==> config.mk <==
export PLATFORM = sky130hd
export DESIGN_NAME = rpi_serial_link
export DESIGN_NICKNAME = d
export VERILOG_FILES = /design/src/rtl/rpi_serial_link.sv
export SDC_FILE = /design/constraint.sdc
export NUM_CORES = 1
export LEC_CHECK = 0
export CORE_MARGIN = 3
export CORE_UTILIZATION = 53
export CTS_CLUSTER_SIZE = 20
export DETAILED_ROUTE_END_ITERATION = 16
export PLACE_DENSITY_LB_ADDON = 0.05
export SETUP_SLACK_MARGIN = 0.4
export SLEW_MARGIN = 20
export SYNTH_ARGS = -nofsm -noshare
export SYNTH_HDL_FRONTEND = slang
export SYNTH_SLANG_ARGS = --single-unit
export TNS_END_PERCENT = 20
==> constraint.sdc <==
create_clock -name clk -period 3.3 [get_ports clk]
set_clock_uncertainty 0.15 [all_clocks]
set_input_delay 0.66 -clock clk [delete_from_list [all_inputs] [get_ports clk]]
set_output_delay 0.66 -clock clk [all_outputs]
set_load 0.01 [all_outputs]
==> src/rtl/rpi_serial_link.sv <==
// ---------------------------------------------------------------------------
// rpi_serial_link
//
// Single-clock front end for the Raspberry Pi serial register link.
//
// The RPi drives three strobes (cclk, dclk, rclk) plus serial data and a
// latch enable, all asynchronous to the 50 MHz board clock. Every one of
// them is oversampled through the same synchroniser depth. This keeps a
// strobe and the data/le that go with it aligned in time. Rising edges of
// the synchronised strobes then drive plain clk-domain shift registers.
//
//   control channel (cclk) : shifts sdata MSB-first, latches on le=1
//                            into rcontrol with a one-cycle rcontrol_valid
//   data channel    (dclk) : identical, into rdata / rdata_valid
//   readback        (rclk) : le=1 loads {ti_control, ti_data} into a
//                            16-bit shadow, le=0 shifts it out MSB-first
//                            on rpi_sout (zeros fill in behind)
//
// A latch after any bit count other than 8 raises a sticky frame error,
// which stays set until err_clr. If a set and a clear land in the same
// cycle, the set wins.
//
// Ports
//   clk, rst                 board clock, asynchronous active-high reset
//   rpi_cclk/dclk/rclk       asynchronous strobes from the RPi
//   rpi_sdata, rpi_le        asynchronous serial data / latch enable
//   ti_control, ti_data      readback bytes (clk domain)
//   err_clr                  clears frame_err
//   rcontrol, rdata          latched bytes, with one-cycle *_valid pulses
//   frame_err[1:0]           [1] control channel, [0] data channel
//   rpi_sout                 readback serial out (registered)
//
// Parameters
//   SYNC_STAGES (>=2)        flops per input synchroniser
//   FILTER_LEN  (>=1)        high samples a strobe needs when filtered
//
// Build option
//   RPI_LINK_GLITCH_FILTER_EN  When defined, a strobe edge is accepted only
//                              once the strobe has been high for FILTER_LEN
//                              consecutive synchronised samples. Shorter
//                              pulses are dropped. The default build uses
//                              plain 0->1 edge detection.
// ---------------------------------------------------------------------------
module rpi_serial_link #(
    parameter int SYNC_STAGES = 2,
    parameter int FILTER_LEN  = 3
) (
    input  logic       clk,
    input  logic       rst,
    input  logic       rpi_cclk,
    input  logic       rpi_dclk,
    input  logic       rpi_rclk,
    input  logic       rpi_sdata,
    input  logic       rpi_le,
    input  logic [7:0] ti_control,
    input  logic [7:0] ti_data,
    input  logic       err_clr,
    output logic [7:0] rcontrol,
    output logic [7:0] rdata,
    output logic       rcontrol_valid,
    output logic       rdata_valid,
    output logic [1:0] frame_err,
    output logic       rpi_sout
);

    // Strobe index also serves as channel index. Data is 0 and control is 1,
    // which lines up with the bit order of frame_err.
    localparam int CH_DATA   = 0;
    localparam int CH_CTRL   = 1;
    localparam int STRB_RCLK = 2;
    localparam int PIN_SDATA = 3;
    localparam int PIN_LE    = 4;

    // A configuration that cannot work (too few sync flops, or an empty
    // filter) blocks every strobe. A bad build then shows up as a dead
    // link instead of silently corrupting frames.
    localparam logic CFG_OK = (SYNC_STAGES >= 2) && (FILTER_LEN >= 1);

    // ------------------------------------------------------------------
    // Synchronisers: one vector, so all five pins see the same delay
    // ------------------------------------------------------------------
    logic [4:0] pins_s;
    logic [4:0] sync_d [SYNC_STAGES];
    logic [4:0] sync_q [SYNC_STAGES];
    logic [4:0] synced_s;
    logic [2:0] strb_s;
    logic       sdata_s;
    logic       le_s;
    logic [2:0] accept_s;

    // Next-state of the synchroniser chains and split of the final stage.
    always_comb begin
        pins_s = {rpi_le, rpi_sdata, rpi_rclk, rpi_cclk, rpi_dclk};
        sync_d[0] = pins_s;
        for (int i = 1; i < SYNC_STAGES; i++) begin
            sync_d[i] = sync_q[i-1];
        end
        synced_s = sync_q[SYNC_STAGES-1];
        strb_s   = synced_s[2:0];
        sdata_s  = synced_s[PIN_SDATA];
        le_s     = synced_s[PIN_LE];
    end

    // Synchroniser flops, cleared by reset.
    always_ff @(posedge clk or posedge rst) begin
        if (rst) begin
            for (int i = 0; i < SYNC_STAGES; i++) begin
                sync_q[i] <= 5'b0_0000;
            end
        end else begin
            for (int i = 0; i < SYNC_STAGES; i++) begin
                sync_q[i] <= sync_d[i];
            end
        end
    end

    // ------------------------------------------------------------------
    // Edge acceptance
    // ------------------------------------------------------------------
`ifdef RPI_LINK_GLITCH_FILTER_EN
    localparam int               RUN_W   = $clog2(FILTER_LEN + 1);
    localparam logic [RUN_W-1:0] RUN_MAX = RUN_W'(FILTER_LEN);
    localparam logic [RUN_W-1:0] RUN_HIT = RUN_W'(FILTER_LEN - 1);

    logic [RUN_W-1:0] run_d [3];
    logic [RUN_W-1:0] run_q [3];

    // Run counters count consecutive high samples and saturate. A low sample
    // restarts the count. The edge fires on the sample that completes
    // FILTER_LEN highs, and the counter saturating past that point keeps a
    // long pulse from firing twice. The reset value of zero counts as the
    // preceding low sample.
    always_comb begin
        for (int s = 0; s < 3; s++) begin
            if (strb_s[s] == 1'b0) begin
                run_d[s] = {RUN_W{1'b0}};
            end else if (run_q[s] != RUN_MAX) begin
                run_d[s] = run_q[s] + RUN_W'(1);
            end else begin
                run_d[s] = run_q[s];
            end
            if (strb_s[s] && (run_q[s] == RUN_HIT)) begin
                accept_s[s] = CFG_OK;
            end else begin
                accept_s[s] = 1'b0;
            end
        end
    end

    // Run counter flops.
    always_ff @(posedge clk or posedge rst) begin
        if (rst) begin
            for (int s = 0; s < 3; s++) begin
                run_q[s] <= {RUN_W{1'b0}};
            end
        end else begin
            for (int s = 0; s < 3; s++) begin
                run_q[s] <= run_d[s];
            end
        end
    end
`else
    logic [2:0] prev_d;
    logic [2:0] prev_q;

    // Plain rising-edge detect on the synchronised strobes.
    always_comb begin
        prev_d   = strb_s;
        accept_s = strb_s & ~prev_q & {3{CFG_OK}};
    end

    // Edge-history flops. Reset to 0, so a strobe already high at reset
    // release is taken as an edge.
    always_ff @(posedge clk or posedge rst) begin
        if (rst) begin
            prev_q <= 3'b000;
        end else begin
            prev_q <= prev_d;
        end
    end
`endif

    // ------------------------------------------------------------------
    // Control / data channels
    // ------------------------------------------------------------------
    logic [7:0] sr_d    [2];
    logic [7:0] sr_q    [2];
    logic [3:0] cnt_d   [2];
    logic [3:0] cnt_q   [2];
    logic [7:0] out_d   [2];
    logic [7:0] out_q   [2];
    logic [1:0] valid_d;
    logic [1:0] valid_q;
    logic [1:0] err_set_s;
    logic [1:0] err_d;
    logic [1:0] err_q;

    // Shift, count and latch for both channels. Both channels read the same
    // sdata/le sample, so simultaneous edges behave identically. A latch
    // leaves the shift register alone and only clears the bit count.
    always_comb begin
        for (int ch = 0; ch < 2; ch++) begin
            sr_d[ch]      = sr_q[ch];
            cnt_d[ch]     = cnt_q[ch];
            out_d[ch]     = out_q[ch];
            valid_d[ch]   = 1'b0;
            err_set_s[ch] = 1'b0;
            if (accept_s[ch]) begin
                if (le_s) begin
                    out_d[ch]     = sr_q[ch];
                    valid_d[ch]   = 1'b1;
                    err_set_s[ch] = (cnt_q[ch] != 4'd8);
                    cnt_d[ch]     = 4'd0;
                end else begin
                    sr_d[ch] = {sr_q[ch][6:0], sdata_s};
                    // The count saturates, so a long frame can never wrap
                    // around to look like a clean 8.
                    if (cnt_q[ch] != 4'd15) begin
                        cnt_d[ch] = cnt_q[ch] + 4'd1;
                    end else begin
                        cnt_d[ch] = cnt_q[ch];
                    end
                end
            end else begin
                sr_d[ch]  = sr_q[ch];
                cnt_d[ch] = cnt_q[ch];
            end
        end
    end

    // Sticky frame errors: a clear is applied first, then any new set is
    // ORed on top, so a set in the same cycle survives the clear.
    always_comb begin
        if (err_clr) begin
            err_d = 2'b00;
        end else begin
            err_d = err_q;
        end
        err_d = err_d | err_set_s;
    end

    // ------------------------------------------------------------------
    // Readback shadow
    // ------------------------------------------------------------------
    logic [15:0] shadow_d;
    logic [15:0] shadow_q;
    logic        sout_d;
    logic        sout_q;

    // Load or shift the shadow. The pin is registered from the next-state
    // MSB, so rpi_sout changes on the same edge as the channel valids.
    always_comb begin
        if (accept_s[STRB_RCLK]) begin
            if (le_s) begin
                shadow_d = {ti_control, ti_data};
            end else begin
                shadow_d = {shadow_q[14:0], 1'b0};
            end
        end else begin
            shadow_d = shadow_q;
        end
        sout_d = shadow_d[15];
    end

    // Channel, error and readback flops.
    always_ff @(posedge clk or posedge rst) begin
        if (rst) begin
            for (int ch = 0; ch < 2; ch++) begin
                sr_q[ch]  <= 8'h00;
                cnt_q[ch] <= 4'd0;
                out_q[ch] <= 8'h00;
            end
            valid_q  <= 2'b00;
            err_q    <= 2'b00;
            shadow_q <= 16'h0000;
            sout_q   <= 1'b0;
        end else begin
            for (int ch = 0; ch < 2; ch++) begin
                sr_q[ch]  <= sr_d[ch];
                cnt_q[ch] <= cnt_d[ch];
                out_q[ch] <= out_d[ch];
            end
            valid_q  <= valid_d;
            err_q    <= err_d;
            shadow_q <= shadow_d;
            sout_q   <= sout_d;
        end
    end

    assign rcontrol       = out_q[CH_CTRL];
    assign rdata          = out_q[CH_DATA];
    assign rcontrol_valid = valid_q[CH_CTRL];
    assign rdata_valid    = valid_q[CH_DATA];
    assign frame_err      = err_q;
    assign rpi_sout       = sout_q;

endmodule

==> flow_summary.yaml, run 1 <==
floorplanning:
  ioPinCount: 45
  start_util: 0.562
  die_h_um: 80.5
  fp.dieW_um: 80.5
  die_area_um2: 6480
  coreArea_um2: 5240
  rows: 26
yosys:
  synth_top_family_by_area: "multiplexers"
  ys.flop_type: "dfrtp_1"
  synthesis.nets: 243
  ys_seq_elements: 73
  synth_xor_area_frac: 0
  ys_top_cells_by_count: "dfrtp_1 (73), mux2_2 (25), nand2_1 (21), o21ai_0 (18), mux2i_1 (15)"
  seq_area_frac_synth: 0.621
  ys_warn_count: 0
  synthArstFlopShare: 1.00
  synth-edff-count: 0
  netlist_top_cells_area: "dfrtp_1 (62%), mux2_2 (9.6%), mux2i_1 (5.1%)"
  synth.most_common_cell: "dfrtp_1"
  synthMuxAreaShare: 0.182
  synth_cells: 215
  ys_types: 36
  synthAdderAreaFrac: 0.0170
  synth_compound_gate_area_share: 0.0681
  synthSimpleGateAreaFrac: 0.0791
  post-synth-top-area-cell: "dfrtp_1"
  yosysTopAreaCellShare: 0.621
  avgSynthCellArea_um2: 13.7
  synth_area_um2: 2940
grt:
  track_usage: 0.174
  grt_overflow: 0
  grt_pass1_vias: 1830
  antenna_found_initial: 0
  grt_first_pass_wirelength_um: 8530
  grt_max_degree: 45
clock_network:
  cts_resized: 0
  clock_latency_ns: 0.33
  clkTransAtPathRegs_ns: 0.07
  cts_made_buffers: 9
  ctsHoldBuffers: 0
  cts_setup_buffers: 0
  cts_tree: "done"
  clockBufferDepth: 2
  cts.sink_count: 73
  htree_levels: 3
  cts_root_buf: "clkbuf_8"
cells_and_area:
  final_cell_area_um2: 3660
  antenna-diode-count: 0
  final_nets: 292
  drive_above_1_share: 0.213
  area_delta_synth_final_pct: 24.5
timing:
  layout_min_cycle_time_ns: 2.04
  fin_ws_ns: 1.26
  drv_slew: 0
  hold_viol: 0
  period_share: 0.619
  maxSlewHeadroom: 0.390
  worst_slew_pin_slew_ns: 0.915
  max_freq_ghz: 0.489
  fin_tns_setup_ns: 0
  rsz0062_at_grt: "no"
  finalSetupViolCount: 0
power:
  p_leak_nw: 1.67
  irDropWorstVdd_mv: 0.537
  p_per_area_nw_per_um2: 700
hold_path:
  min_to: "synced_s[4]"
  hold_depth: 0
  hold_path_startpoint: "sync_d[4]"
  hp-class: "register to register"
routing:
  ant_nets: 0
  dr.pass1.iters: 4
  post_drt_wl_per_cell_um: 13.7
  routed_wl_um: 4620
  drc: 0
  vias_per_cell: 5.13
  drt_iter0_drc: 51
  vias: 1735
place:
  dpl-instance-area_um2: 3430
  io_buffers: 44
  gp_congestion: 0.743
  pre_cts_ws_ns: 1.37
  post-dp-hpwl_um: 3120
critical_path:
  cp_cell_sequence: "clkdlybuf4s50_1"
  crit_path_max_incr_delay_ns: 0.55
  r2r_end: "sr_q[10]"
  r2r_cells: 2
  critPathArrivalTime_ns: 1.23
  rr_startpoint: "synced_s[4]"
  path_buf_inv: 1
  worstSetupStartpointType: "register"
  setup.worst_path.end_class: "primary output"
  cp.required_ns: 2.49
  r2r_setup_slack_ns: 1.40
  cp_top_family: "buffers and inverters"
  cp_max_fo: 2
  cp_slowest_cell: "clkdlybuf4s50_1"
  critical_path_class: "register to primary output"
run:
  maxCapViolations: 0
run_status:
  status: "finished, final reports clean"
[cell type report]
cell class	count	area [µm²]
Sequential cell	73	1830
Fill cell	396	1580
Multi-Input combinational cell	126	1020
Timing Repair Buffer	46	468
Clock buffer	13	169
Tap cell	70	87.6
Clock inverter	2	60.1
Inverter	8	30.0
[report_power, final]
| group | switching (mW) | internal [mW] |
|---|---|---|
| logic | 0.188 | 0.355 |
| registers | 0.139 | 1.11 |
| clock network | 0.287 | 0.484 |
[kinds of logic after synthesis]
logic type,after synthesis
flops,73
mux,47
simple gates,42
compound gates,33
buf+inv,16
fa+ha+maj,4
[metrics by stage]
stage	cells	util	total power [mW]	hold WS (ns)
4_1_cts	338	0.699	2.61	0.197
2_1_floorplan	215	-	1.54	0.181
5_1_grt	338	0.699	2.73	0.207
3_5_place_dp	323	0.655	1.82	0.185
3_3_place_gp	323	0.655	1.80	0.182
6_report	338	0.699	2.56	0.193
[layout by cell type, fill, tap and decap left out, types with 2 or more instances in the layout]
master,n
inv_1,7
nand3_1,6
nand2_1,21
clkdlybuf4s50_1,44
mux2_2,25
dfrtp_1,73
o21ai_0,18
ha_1,4
a21oi_1,5
nor2_1,2
mux2i_1,15
mux2_4,7
clkbuf_8,12
bufinv_16,2
o311ai_0,2
o21a_1,2
[sequential cells by signal (all words and copies together), names as in the netlist]
name	cells
cnt_q	8
valid_q	2
frame_err	2
shadow_q	15
rpi_sout	1
sr_q	16
rdata	8
rcontrol	8
prev_q	3
sync_d	5
synced_s	5
[worst max path at each step]
stage,startpoint,to,cells past startpoint
global placement,rst,shadow_q[12],3
finish,rdata[5],rdata[5],1
CTS,rdata[5],rdata[5],1
floorplan,rst,cnt_q[0],1
global route,rdata[5],rdata[5],1
detailed placement,rst,shadow_q[11],3
[per-layer routing]
metal	share of wire	vias up	track usage
li1	-	844	-
met3	0.053	4	0.0684
met1	0.48	844	0.230
met5	0	-	0
met2	0.46	43	0.260
met4	0.0074	0	0.0608
Note: power is estimated with default switching activity, not from simulation.
==> run 2: changes to the inputs <==
==> constraint.sdc (replaced) <==
create_clock -name clk -period 1.9 [get_ports clk]
set_clock_uncertainty 0.15 [all_clocks]
set_input_delay 0.38 -clock clk [delete_from_list [all_inputs] [get_ports clk]]
set_output_delay 0.38 -clock clk [all_outputs]
set_load 0.01 [all_outputs]
==> flow_summary.yaml, run 2 (synthesized netlist as in run 1, its figures left out) <==
timing:
  hold_viol: 0
  rsz0062_at_grt: "yes"
  worst_slew_pin_slew_ns: 0.373
  drv_slew: 0
  period_share: 0.793
  maxSlewHeadroom: 0.751
  layout_min_cycle_time_ns: 1.51
  fin_tns_setup_ns: 0
  fin_ws_ns: 0.394
  max_freq_ghz: 0.664
  finalSetupViolCount: 0
grt:
  grt_overflow: 0
  grt_pass1_vias: 1843
  track_usage: 0.175
  antenna_found_initial: 0
  grt_first_pass_wirelength_um: 8450
  grt_max_degree: 74
floorplanning:
  fp.dieW_um: 80.5
  rows: 26
  coreArea_um2: 5240
  start_util: 0.562
  die_area_um2: 6480
  ioPinCount: 45
  die_h_um: 80.5
cells_and_area:
  reg_top3: "sr_q: 16 flops, shadow_q: 15 flops"
  final_nets: 304
  layout_common_cells: "dfrtp_1 (72), clkdlybuf4s50_1 (23), nand2_1 (21), mux2_2 (18), o21ai_0 (18)"
  area_delta_synth_final_pct: 28.2
  antenna-diode-count: 0
  top_register: "sr_q"
  largest_register_ffs: 16
  final_common_cell: "dfrtp_1"
  filler_cell_count: 382
  drive_above_1_share: 0.278
clock_network:
  clockBufferDepth: 2
  clkTransAtPathRegs_ns: 0.08
  cts.sink_count: 73
  ctsHoldBuffers: 0
  htree_levels: 3
  clock_latency_ns: 0.35
  cts_root_buf: "clkbuf_8"
  cts_tree: "done"
  cts_made_buffers: 9
run:
  maxCapViolations: 0
critical_path:
  crit_path_max_incr_delay_ns: 0.48
  cp_cell_sequence: "buf_4 > nor2_4 > buf_12 > mux2_2"
  cp_max_fo: 8
  cp.required_ns: 1.99
  cp_slowest_cell: "dfrtp_2"
  worstSetupStartpointType: "register"
  critPathArrivalTime_ns: 1.59
  setup.worst_path.end_class: "register"
  critical_path_class: "register to register"
run_status:
  status: "finished, final reports clean"
routing:
  vias_per_cell: 5.10
  dr.pass1.iters: 4
  post_drt_wl_per_cell_um: 14.1
  drc: 0
  drt_iter0_drc: 89
  ant_nets: 0
  vias: 1789
  routed_wl_um: 4960
place:
  pre_cts_ws_ns: 0.367
  post-dp-hpwl_um: 3080
  gp_congestion: 0.745
  io_buffers: 44
power:
  irDropWorstVdd_mv: 0.714
  p_leak_nw: 1.76
  p_per_area_nw_per_um2: 1170
hold_path:
  hp-class: "register to register"
## run 2: cell count changes in the layout (fill, tap and decap cells not counted), moves of 3 or more
| cell | before | now |
|---|---|---|
| clkdlybuf4s50_1 | 44 | 23 |
| clkdlybuf4s15_1 | 0 | 14 |
| buf_4 | 1 | 9 |
| mux2_2 | 25 | 18 |
| mux2_4 | 7 | 14 |
| buf_2 | 0 | 4 |
| clkbuf_8 | 12 | 9 |
| clkinvlp_4 | 0 | 3 |
## run 2: final timing paths
path	to	from	depth (start not counted)	slack (ns)
hold reg to reg	synced_s[4]	sync_d[4]	0	0.20
hold / removal	synced_s[4]	sync_d[4]	0	0.20
setup reg to reg	sr_q[4]	synced_s[4]	4	0.39
max in group asynchronous	sync_d[3]	rst	3	0.98
setup / recovery	sr_q[4]	synced_s[4]	4	0.39
min in group asynchronous	sync_d[0]	rst	3	0.32
## run 2: where the power goes
part / switching [mW] / internal (mW)
clock: 0.582 / 0.738
combinational: 0.341 / 0.594
sequential: 0.249 / 1.93
total: 1.17 / 3.26
## run 2: repair_timing
| item | 4_1_cts | 5_1_grt |
|---|---|---|
| cloned | 1 | 1 |
| endpoints found under the setup margin | 30 | 46 |
| endpoints found under the hold margin | 0 | 0 |
| buffers inserted | 3 | 4 |
| pin swaps | 1 | 1 |
| gates resized for setup | 51 | 12 |
## run 2: critical path, delay by kind of cell, from the launching register on
family | cells | cell delay (ns)
simple gates | 1 | 0.12
mux | 1 | 0.33
buf+inv | 2 | 0.32
flops | 1 | 0.48
## run 2: final cells by class
cell class / instances / area, µm² / area share
clock inverters: 7 / 93.8 / 0.0249
clock buffers: 9 / 124 / 0.0328
repair buffers: 57 / 546 / 0.145
well taps: 70 / 87.6 / 0.0232
flip-flops and latches: 73 / 1830 / 0.485
multi-input cells: 127 / 1060 / 0.281
inverters: 8 / 33.8 / 0.00896
## run 2: layer usage
| layer | global-route usage | vias to the layer above | share of wire |
|---|---|---|---|
| met5 | 0 | - | 0 |
| met4 | 0.0811 | 0 | 0.020 |
| met3 | 0.0538 | 7 | 0.049 |
| met2 | 0.267 | 37 | 0.48 |
| met1 | 0.228 | 874 | 0.45 |
| li1 | - | 871 | - |
## run 2: per-stage QoR
stage | total power [mW] | area, µm² | hold slack [ns] | utilization | instances
after global placement | 3.12 | 3460 | 0.182 | 0.660 | 326
after global routing | 4.69 | 3770 | 0.212 | 0.720 | 351
after detailed placement | 3.15 | 3460 | 0.185 | 0.660 | 326
after floorplan | 2.68 | 2950 | 0.181 | - | 215
after CTS | 4.44 | 3690 | 0.204 | 0.704 | 346
final | 4.43 | 3770 | 0.201 | 0.720 | 351
